[src/rtl/button_hold_repeat_if.sv]
// Button conditioner bundle: raw button in, debounced level and event strobes out.
interface button_hold_repeat_if;
  logic btn;
  logic level;
  logic pulse;
  logic long_pulse;
  logic repeat_pulse;
  logic release_pulse;

  modport master (
    output btn,
    input  level,
    input  pulse,
    input  long_pulse,
    input  repeat_pulse,
    input  release_pulse
  );

  modport slave (
    input  btn,
    output level,
    output pulse,
    output long_pulse,
    output repeat_pulse,
    output release_pulse
  );
endinterface

[src/rtl/button_hold_repeat.sv]
// Synchronises and debounces one raw button, then emits press / long-press / auto-repeat /
// release strobes from a hold-timer FSM. Every output is a flop; btn never reaches one directly.
module button_hold_repeat #(
  parameter int unsigned SYNC_STAGES     = 2,
  parameter int unsigned DEBOUNCE_CYCLES = 10000,
  parameter int unsigned LONG_CYCLES     = 5000000,
  parameter int unsigned REPEAT_CYCLES   = 1000000,
  parameter int unsigned CNT_W           = 24
) (
  input logic                  clk,
  input logic                  reset,
  button_hold_repeat_if.slave  bus_io
);

  localparam logic [CNT_W-1:0] DebLast    = CNT_W'(DEBOUNCE_CYCLES - 1);
  localparam logic [CNT_W-1:0] LongLast   = CNT_W'(LONG_CYCLES - 1);
  localparam logic [CNT_W-1:0] RepeatLast = CNT_W'(REPEAT_CYCLES - 1);

  typedef enum logic [1:0] {StIdle, StPressed, StRepeat} state_e;

  logic [SYNC_STAGES-1:0] sync_q;
  logic                   sync_s;
  logic [CNT_W-1:0]       dcnt_q, dcnt_d;
  logic                   level_q, level_d;
  logic                   flip;
  logic                   rise;
  logic                   fall;

  state_e                 state_q;
  logic [CNT_W-1:0]       hcnt_q;
  logic                   pulse_q;
  logic                   long_q;
  logic                   repeat_q;
  logic                   release_q;

  assign sync_s = sync_q[SYNC_STAGES-1];

  // Level flips only after the synced input has disagreed for DEBOUNCE_CYCLES edges in a row.
  always_comb begin
    dcnt_d  = dcnt_q;
    level_d = level_q;
    flip    = 1'b0;
    if (sync_s == level_q) begin
      dcnt_d = '0;
    end else if (dcnt_q == DebLast) begin
      level_d = sync_s;
      dcnt_d  = '0;
      flip    = 1'b1;
    end else begin
      dcnt_d = dcnt_q + CNT_W'(1);
    end
  end

  assign rise = flip & sync_s;
  assign fall = flip & ~sync_s;

  always_ff @(posedge clk) begin
    if (reset) begin
      sync_q  <= '0;
      dcnt_q  <= '0;
      level_q <= 1'b0;
    end else begin
      sync_q  <= {sync_q[SYNC_STAGES-2:0], bus_io.btn};
      dcnt_q  <= dcnt_d;
      level_q <= level_d;
    end
  end

  // Strobes are registered on the same edge the debounced level changes; release outranks
  // any hold threshold reached on that edge.
  always_ff @(posedge clk) begin
    if (reset) begin
      state_q   <= StIdle;
      hcnt_q    <= '0;
      pulse_q   <= 1'b0;
      long_q    <= 1'b0;
      repeat_q  <= 1'b0;
      release_q <= 1'b0;
    end else begin
      pulse_q   <= 1'b0;
      long_q    <= 1'b0;
      repeat_q  <= 1'b0;
      release_q <= 1'b0;
      case (state_q)
        StIdle: begin
          if (rise) begin
            pulse_q <= 1'b1;
            hcnt_q  <= '0;
            state_q <= StPressed;
          end
        end
        StPressed: begin
          if (fall) begin
            release_q <= 1'b1;
            hcnt_q    <= '0;
            state_q   <= StIdle;
          end else if (hcnt_q == LongLast) begin
            long_q  <= 1'b1;
            hcnt_q  <= '0;
            state_q <= StRepeat;
          end else begin
            hcnt_q <= hcnt_q + CNT_W'(1);
          end
        end
        StRepeat: begin
          if (fall) begin
            release_q <= 1'b1;
            hcnt_q    <= '0;
            state_q   <= StIdle;
          end else if (hcnt_q == RepeatLast) begin
            repeat_q <= 1'b1;
            hcnt_q   <= '0;
          end else begin
            hcnt_q <= hcnt_q + CNT_W'(1);
          end
        end
        default: begin
          hcnt_q  <= '0;
          state_q <= StIdle;
        end
      endcase
    end
  end

  assign bus_io.level         = level_q;
  assign bus_io.pulse         = pulse_q;
  assign bus_io.long_pulse    = long_q;
  assign bus_io.repeat_pulse  = repeat_q;
  assign bus_io.release_pulse = release_q;

endmodule

[src/flat_wrapper.sv]
// flat-port wrapper written by rule: the top's interface ports become plain ports
module button_hold_repeat_flat 
#(
  parameter int unsigned SYNC_STAGES     = 2,
  parameter int unsigned DEBOUNCE_CYCLES = 10000,
  parameter int unsigned LONG_CYCLES     = 5000000,
  parameter int unsigned REPEAT_CYCLES   = 1000000,
  parameter int unsigned CNT_W           = 24
)
  (clk, reset, bus_io_btn, bus_io_level, bus_io_pulse, bus_io_long_pulse, bus_io_repeat_pulse, bus_io_release_pulse);
  button_hold_repeat_if bus_io_i ();
  input logic clk;
  input logic reset;
  input wire logic [$bits(bus_io_i.btn)-1:0] bus_io_btn;
  output wire logic [$bits(bus_io_i.level)-1:0] bus_io_level;
  output wire logic [$bits(bus_io_i.pulse)-1:0] bus_io_pulse;
  output wire logic [$bits(bus_io_i.long_pulse)-1:0] bus_io_long_pulse;
  output wire logic [$bits(bus_io_i.repeat_pulse)-1:0] bus_io_repeat_pulse;
  output wire logic [$bits(bus_io_i.release_pulse)-1:0] bus_io_release_pulse;
  assign bus_io_i.btn = bus_io_btn;
  assign bus_io_level = bus_io_i.level;
  assign bus_io_pulse = bus_io_i.pulse;
  assign bus_io_long_pulse = bus_io_i.long_pulse;
  assign bus_io_repeat_pulse = bus_io_i.repeat_pulse;
  assign bus_io_release_pulse = bus_io_i.release_pulse;
  button_hold_repeat #(.SYNC_STAGES(SYNC_STAGES), .DEBOUNCE_CYCLES(DEBOUNCE_CYCLES), .LONG_CYCLES(LONG_CYCLES), .REPEAT_CYCLES(REPEAT_CYCLES), .CNT_W(CNT_W)) u_core (.clk(clk), .reset(reset), .bus_io(bus_io_i));
endmodule
[config.mk]
export PLATFORM = sky130hd
export DESIGN_NAME = button_hold_repeat_flat
export DESIGN_NICKNAME = d
export VERILOG_FILES = /design/src/rtl/button_hold_repeat_if.sv /design/src/rtl/button_hold_repeat.sv /design/src/flat_wrapper.sv
export SDC_FILE = /design/constraint.sdc
export NUM_CORES = 1
export LEC_CHECK = 0
export ABC_AREA = 1
export CORE_ASPECT_RATIO = 0.5
export CORE_MARGIN = 8
export CORE_UTILIZATION = 36
export DETAILED_ROUTE_END_ITERATION = 16
export PLACE_DENSITY = 0.53
export SLEW_MARGIN = 40
export SYNTH_ARGS = -nofsm -noshare
export SYNTH_HDL_FRONTEND = slang
export SYNTH_SLANG_ARGS = --single-unit
[constraint.sdc]
create_clock -name clk -period 2.3 [get_ports clk]
set_input_delay 0.46 -clock clk [delete_from_list [all_inputs] [get_ports clk]]
set_output_delay 0.46 -clock clk [all_outputs]
set_load 0.1 [all_outputs]
# Word-level counts from Yosys, hierarchy flattened
# Cells that the tools add are included.
# classes
addsub	2
mul	0
div_mod_pow	0
magnitude_cmp	0
eq_ne	9
shifts	0
mux	17
n_bitwise	8
n_reduce_logical	9
# ops
operator	n
24-bit 2-to-1 mux	5
24-bit one-hot mux with 3 select lines	1
24-bit by 1-bit adder with 24-bit output, second input constant	2
24-bit by 14-bit == test with 1-bit output, second input constant	1
24-bit by 20-bit == test with 1-bit output, second input constant	1
24-bit by 23-bit == test with 1-bit output, second input constant	1
3-bit OR reduction	3
2-bit 2-to-1 mux	4
1-bit 2-to-1 mux	6
1-bit inverter	6
2-bit one-hot mux with 3 select lines	1
2-bit OR reduction	3
2-bit by 1-bit inequality test with 1-bit output, second input constant	2
3-bit by 1-bit inequality test with 1-bit output, second input constant	1
3-bit AND reduction	1
1-bit AND	2
2-bit by 1-bit == test with 1-bit output, second input constant	1
2-bit == test, second input constant	1
2-bit logical NOT	1
2-bit AND reduction	1
1-bit == test	1
# word_totals
regBits	57
latch_bits	0
ram_bits	0
mem_bits_ro	0
inputBits	3
output_inout_bits	5
elab_cells	54
n_memories	0

# Logic depth before layout (Yosys ltp)
# Gate-level depths: netlist of the first run.
# logic_depth
depth_word	6
depth_mapped	13
mapped_depth_nobuf	13

# Worst setup path after synthesis of the first run
# Ideal clock, no wire load.
# synth_timing
kind	register -> register
start	register u_core.level_q, in the netlist u_core.bus_io.level
end	register u_core.dcnt_q[7]
t_arrival_ns	1.851
required_ns	2.222
slack_ns	0.371
path_stages_with_launch	8
n_path_buf	1
synth_period_minus_slack_ns	1.929
path_cell_list	dfxtp_1 > nand2_1 > nand2_1 > nand2_1 > nor2_4 > inv_1 > buf_2 > nor3_1
# synth_via
elab_chain_cells	2
# synth_rtl
element	line	text
from (decl)	button_hold_repeat.sv:24	logic level_q, level_d;
from (signal assigned)	button_hold_repeat.sv:65	level_q <= level_d;
1-bit == test	button_hold_repeat.sv:43	if (sync_s == level_q) begin
3-bit OR reduction (no source line)	-	
to (signal assigned)	button_hold_repeat.sv:64	dcnt_q <= dcnt_d;
to (decl)	button_hold_repeat.sv:23	logic [CNT_W-1:0] dcnt_q, dcnt_d;
# Every way passes these cells.
# A chain may end at the register's enable or synchronous reset.

# Worst setup path after layout of the first run
# layout_timing
start	register u_core.hcnt_q[0]
end	register u_core.hcnt_q[21]
# layout_via
elab_chain_cells	4
elab_cells_between_ends	8
cone_classes	add/sub: 1; eq/ne: 2; mux: 5
# layout_rtl
element	line	text
from (decl)	button_hold_repeat.sv:30	logic [CNT_W-1:0] hcnt_q;
from (signal assigned)	button_hold_repeat.sv:102	hcnt_q <= hcnt_q + CNT_W'(1);
from (signal assigned)	button_hold_repeat.sv:114	hcnt_q <= hcnt_q + CNT_W'(1);
24-bit by 1-bit adder with 24-bit output, or another cell as far along	button_hold_repeat.sv:102, button_hold_repeat.sv:114	
24-bit 2-to-1 mux (on tied branches)	button_hold_repeat.sv:110, button_hold_repeat.sv:97	
24-bit 2-to-1 mux (on tied branches)	button_hold_repeat.sv:106, button_hold_repeat.sv:93	
24-bit one-hot mux with 3 select lines *	button_hold_repeat.sv:84	case (state_q)
# Every way passes the cells marked *; elsewhere a longest branch is shown, timed or not.

==> flow_summary.toml, run 1 <==
[power]
power_density_nw_per_um2 = 622
max-vdd-ir-drop_v = 0.000349
leakage_nw = 1.43

[synth]
synth_top_area_share = 0.326
ys_seq_area_frac = 0.326
synth_compound_area_frac = 0.0866
synth_top_flop_cell = "dfxtp_1"
synth.avg_cell_area_um2 = 6.09
synth_area_leader_cell = "dfxtp_1"
synth_xor_area_frac = 0.0275
ys_types = 30
muxShareOfSynthArea = 0
synth_cells = 574
async_flop_share = 0
netlist_area_um2 = 3500
ys_top_cells_by_area = "dfxtp_1, nand2_1, nor2_1"
synth_top_family_by_area = "simple AND/OR/NAND/NOR gates"
synth_nets = 582
synth-simple-area-share = 0.442
ys_ff_latch = 57
synth-adder-area-share = 0.0179
yosys_warnings = 0
synth_edf_count = 0

[die]
initial_utilization = 0.370
die_h_um = 85.7
io_pins = 8
dieArea_um2 = 13300
rows = 25
core_um2 = 9450
dieWidth_um = 155

[placed_design]
io_buffers = 7
place_hpwl_mm = 6.34
dpl_worst_slack_ns = 0.133
gp_congestion = 0.918
dpl_cell_area_um2 = 3680

[clocking]
cts-hold-fix-buffers = 0
cts_tree = "built"
post_cts_buffers = 0
ctsResizeCount = 0
cts_max_path_buffers = 2
clk_latency_ns = 0.33
clock_sinks = 57
cts_buffers = 9
clkTransAtPathRegs_ns = 0.05
cts_root_buffer = "clkbuf_16"
cts_max_level = 3

[detailed_routing]
vias = 3388
vias_per_cell = 4.68
wl_per_cell_um = 12.1
drtIter0Drc = 202
drc = 0
wirelength_mm = 8.79
dr.pass1.iters = 5
drtAntennaViolNets = 0

[timing]
skew_ns = 0.00685
fin_crit_sh = 0.882
finalSetupViolCount = 0
max_slew_margin = 0.650
slew_viol_final = 0
max_freq_ghz = 0.493
fin_setup_tns_ns = 0
tightest_slew_ns = 0.524
rsz0062_at_grt = "no"
final_hold_viol_count = 0
timing.final.ws_setup_ns = 0.270
fin_crit_ns = 2.03

[setup_path]
required_ns = 2.51
cp-start-kind = "flop"
critPathArrivalTime_ns = 2.24
crit_fanout = 24
end_kind = "flop"
critical_path_class = "flop to flop"

[final_layout]
seqCellArea_um2 = 1140
drive_gt1_frac = 0.0917
multiInputGateArea_um2 = 2010
n_antenna_cell = 0
syn2layout_area_growth_pct = 14.9
final_area_um2 = 4020
fin_util = 0.426
fin_nets = 592
n_fill_cell = 1048

[grt]
grtUsageMet3 = 0.0416
grt_pass1_vias = 3369
grt_use_met1 = 0.173
met2_usage = 0.238
grt_pass1_wl_mm = 15.4
globalRouteOverflowTotal = 0
antenna_found_initial = 0
gr-max-usage-layer = "met2"
grt_util_all_layers = 0.143
grt_max_degree = 32

[status]
run_status = "finished, final reports clean"

[job]
cap_violations = 0

[worst_hold_path]
hp-class = "flop to flop"
## flip-flops by register name, summed over array words and instances (netlist names)
name / cells
u_core.dcnt_q: 24
u_core.hcnt_q: 24
u_core.state_q: 2
u_core.sync_q: 2
u_core.bus_io.level: 1
u_core.bus_io.long_pulse: 1
u_core.bus_io.pulse: 1
u_core.bus_io.release_pulse: 1
u_core.bus_io.repeat_pulse: 1
## through the flow
| stage | std cells | hold slack (ns) | power, mW |
|---|---|---|---|
| 6_report | 724 | 0.404 | 2.50 |
| 5_1_grt | 724 | 0.437 | 2.58 |
| 4_1_cts | 724 | 0.411 | 2.53 |
| 3_5_place_dp | 708 | 0.403 | 1.04 |
| 3_3_place_gp | 708 | 0.401 | 1.04 |
| 2_1_floorplan | 574 | 0.388 | 1.03 |
## logic make-up (layout without fill, tap and decap cells)
kind of cell    after synthesis  in the layout
flops                        57             57
fa+ha+maj                     5              5
compound gates               58             58
buf+inv                      84             99
xor+xnor                     11             11
simple gates                359            359
## worst paths after layout
check	from	to	slack (ns)	cells past startpoint
setup / recovery	u_core.hcnt_q[0]	u_core.hcnt_q[21]	0.27	10
hold / removal	u_core.sync_q[0]	u_core.sync_q[1]	0.40	2
setup reg to reg	u_core.hcnt_q[0]	u_core.hcnt_q[21]	0.27	10
hold reg to reg	u_core.sync_q[0]	u_core.sync_q[1]	0.40	2
## area by class of cell
class	count	share of cell area
clock inverter	5	0.0193
timing repair buffer	13	0.0255
multi-input combinational	433	0.500
clock buffer	11	0.0629
inverter	70	0.0660
sequential	57	0.284
tap	135	0.0420
## critical path: stages (launching register included)
cell	delay [ns]
dfxtp_1	0.37
ha_1	0.29
nand2_2	0.10
nor2_4	0.15
inv_2	0.06
nor2_2	0.17
nand4_1	0.18
nand3_1	0.18
nand2_4	0.20
nand2_1	0.14
a21oi_1	0.06
## report_power, final
group / internal [mW] / leakage [nW] / switching, mW
clock network: 1.00 / 0.162 / 0.482
logic: 0.00792 / 0.812 / 0.0185
registers: 0.990 / 0.459 / 0.00117
total: 2.00 / 1.43 / 0.501
## metal layers
layer  up-vias  share of wire
li1       1835              -
met1      1499           0.50
met2        46           0.45
met3         8          0.034
met4         0          0.011
met5         -              0
## synthesized netlist by cell type (7+ instances only)
cell and number:
a21oi_1 40, dfxtp_1 57, inv_1 64, nand2_1 168
nand2_2 7, nand3_1 32, nand4_1 12, nor2_1 100
nor3_1 20, o21ai_0 12, xor2_1 9
## cells in the final DEF (no fill, tap or decap), drive strengths merged, types with 9 or more instances in the layout
cell type    n
a21oi       40
buf         11
clkbuf      11
dfxtp       57
inv         70
nand2      176
nand3       35
nand4       12
nor2       107
nor3        20
o21ai       13
xor2         9
Power figures use the tool's default switching activity.
==> inputs of run 2 (changes only) <==
Settings changed: CORE_ASPECT_RATIO 0.5 to unset.
==> flow_summary.toml, run 2 (synthesized netlist as in run 1, its figures left out) <==
[timing]
fin_crit_sh = 0.857
max_freq_ghz = 0.507
max_slew_margin = 0.645
timing.final.ws_setup_ns = 0.328
fin_setup_tns_ns = 0
rsz0062_at_grt = "no"
fin_crit_ns = 1.97
slew_viol_final = 0
final_hold_viol_count = 0
finalSetupViolCount = 0
tightest_slew_ns = 0.531
skew_ns = 0.00527

[die]
io_pins = 8
die_h_um = 115
rows = 36
initial_utilization = 0.365
core_um2 = 9590
dieWidth_um = 115
dieArea_um2 = 13100

[grt]
grt_pass1_wl_mm = 15.4
antenna_found_initial = 0
grt_util_all_layers = 0.146
grt_pass1_vias = 3142
grt_max_degree = 32
globalRouteOverflowTotal = 0

[detailed_routing]
wl_met2_mm = 3.46
vias = 3442
met3WireLength_um = 357
wl_per_cell_um = 12.2
wirelength_mm = 8.82
dr.pass1.iters = 5
vias_per_cell = 4.77
drtIter0Drc = 281
drtAntennaViolNets = 0
met1_length_mm = 4.84
drc = 0
highest_layer = "met4"

[final_layout]
final_common_cell = "nand2_1"
fin_nets = 592
drive_gt1_frac = 0.0917
final_cell_mix = "nand2_1, nor2_1, inv_1"
seqCellArea_um2 = 1140
n_fill_cell = 1074
syn2layout_area_growth_pct = 13.2
multiInputGateArea_um2 = 2020
top_regs = "u_core.dcnt_q (24), u_core.hcnt_q (24)"
n_antenna_cell = 0

[status]
run_status = "finished, final reports clean"

[clocking]
cts_max_path_buffers = 2
clk_latency_ns = 0.34
post_cts_buffers = 0
cts_buffers = 9
cts_root_buffer = "clkbuf_8"
clock_sinks = 57
ctsResizeCount = 0
cts-hold-fix-buffers = 0
cts_max_level = 3
clkTransAtPathRegs_ns = 0.07
cts_tree = "built"

[worst_hold_path]
hp-class = "flop to flop"
hold_start = "u_core.sync_q[0]"
hold_end = "u_core.sync_q[1]"
hold_depth = 2

[setup_path]
required_ns = 2.57
critPathArrivalTime_ns = 2.24
r2r-end = "u_core.hcnt_q[17]"
crit_fanout = 31
r2r_start = "u_core.dcnt_q[0]"
cp-start-kind = "flop"
rr_worst_depth = 11
end_kind = "flop"
rrSetupSlack_ns = 0.33
critical_path_class = "flop to flop"

[power]
finalPower_mw = 2.25
leakage_nw = 1.40
max-vdd-ir-drop_v = 0.000318
power_density_nw_per_um2 = 569

[placed_design]
place_hpwl_mm = 6.40
dpl_worst_slack_ns = 0.152
gp_congestion = 0.856
io_buffers = 7

[job]
cap_violations = 0
[run 2: critical path: stages (launching register included)]
cell and delay, ns:
dfxtp_1 0.36, ha_1 0.22, nand3_2 0.13, nor2_1 0.14
inv_1 0.07, nor2_1 0.17, nand3_2 0.17, nand2_8 0.17
inv_4 0.15, nor2_1 0.12, nand2_1 0.06, a21oi_1 0.13
[run 2: final cells by class]
type                       instances  share of cell area
sequential                        57               0.288
inverter                          70              0.0670
tap                              133              0.0420
timing repair buffer              13              0.0259
clock buffer                      12              0.0417
multi-input combinational        433               0.510
clock inverter                     4              0.0247
[run 2: metrics by stage]
stage | instances | utilization | hold slack, ns | area [um^2]
6_report | 722 | 0.413 | 0.434 | 3960
5_1_grt | 722 | 0.413 | 0.475 | 3960
4_1_cts | 722 | 0.411 | 0.436 | 3940
3_5_place_dp | 706 | 0.384 | 0.427 | 3680
3_3_place_gp | 706 | 0.384 | 0.425 | 3680
2_1_floorplan | 574 | - | 0.388 | 3500
[run 2: worst max path at each step]
stage / from / to / cells past startpoint
6_report: u_core.dcnt_q[0] / u_core.hcnt_q[17] / 11
5_1_grt: u_core.dcnt_q[0] / u_core.hcnt_q[18] / 11
4_1_cts: u_core.dcnt_q[0] / u_core.hcnt_q[17] / 11
3_5_place_dp: u_core.dcnt_q[0] / u_core.hcnt_q[15] / 11
3_3_place_gp: u_core.dcnt_q[0] / u_core.hcnt_q[13] / 11
2_1_floorplan: u_core.bus_io.level / u_core.dcnt_q[7] / 7
[run 2: report_power, final]
| part | total (mW) | internal [mW] | switching (mW) | leakage, nW |
|---|---|---|---|---|
| sequential | 0.990 | 0.989 | 0.00111 | 0.459 |
| clock | 1.24 | 0.809 | 0.427 | 0.129 |
| combinational | 0.0267 | 0.00794 | 0.0187 | 0.814 |
| total | 2.25 | 1.81 | 0.446 | 1.40 |
[run 2: per-layer routing]
layer | vias to the layer above | GRT usage
met1 | 1534 | 0.217
met2 | 68 | 0.199
li1 | 1828 | -
met4 | 0 | 0.0630
met3 | 12 | 0.0248
met5 | - | 0
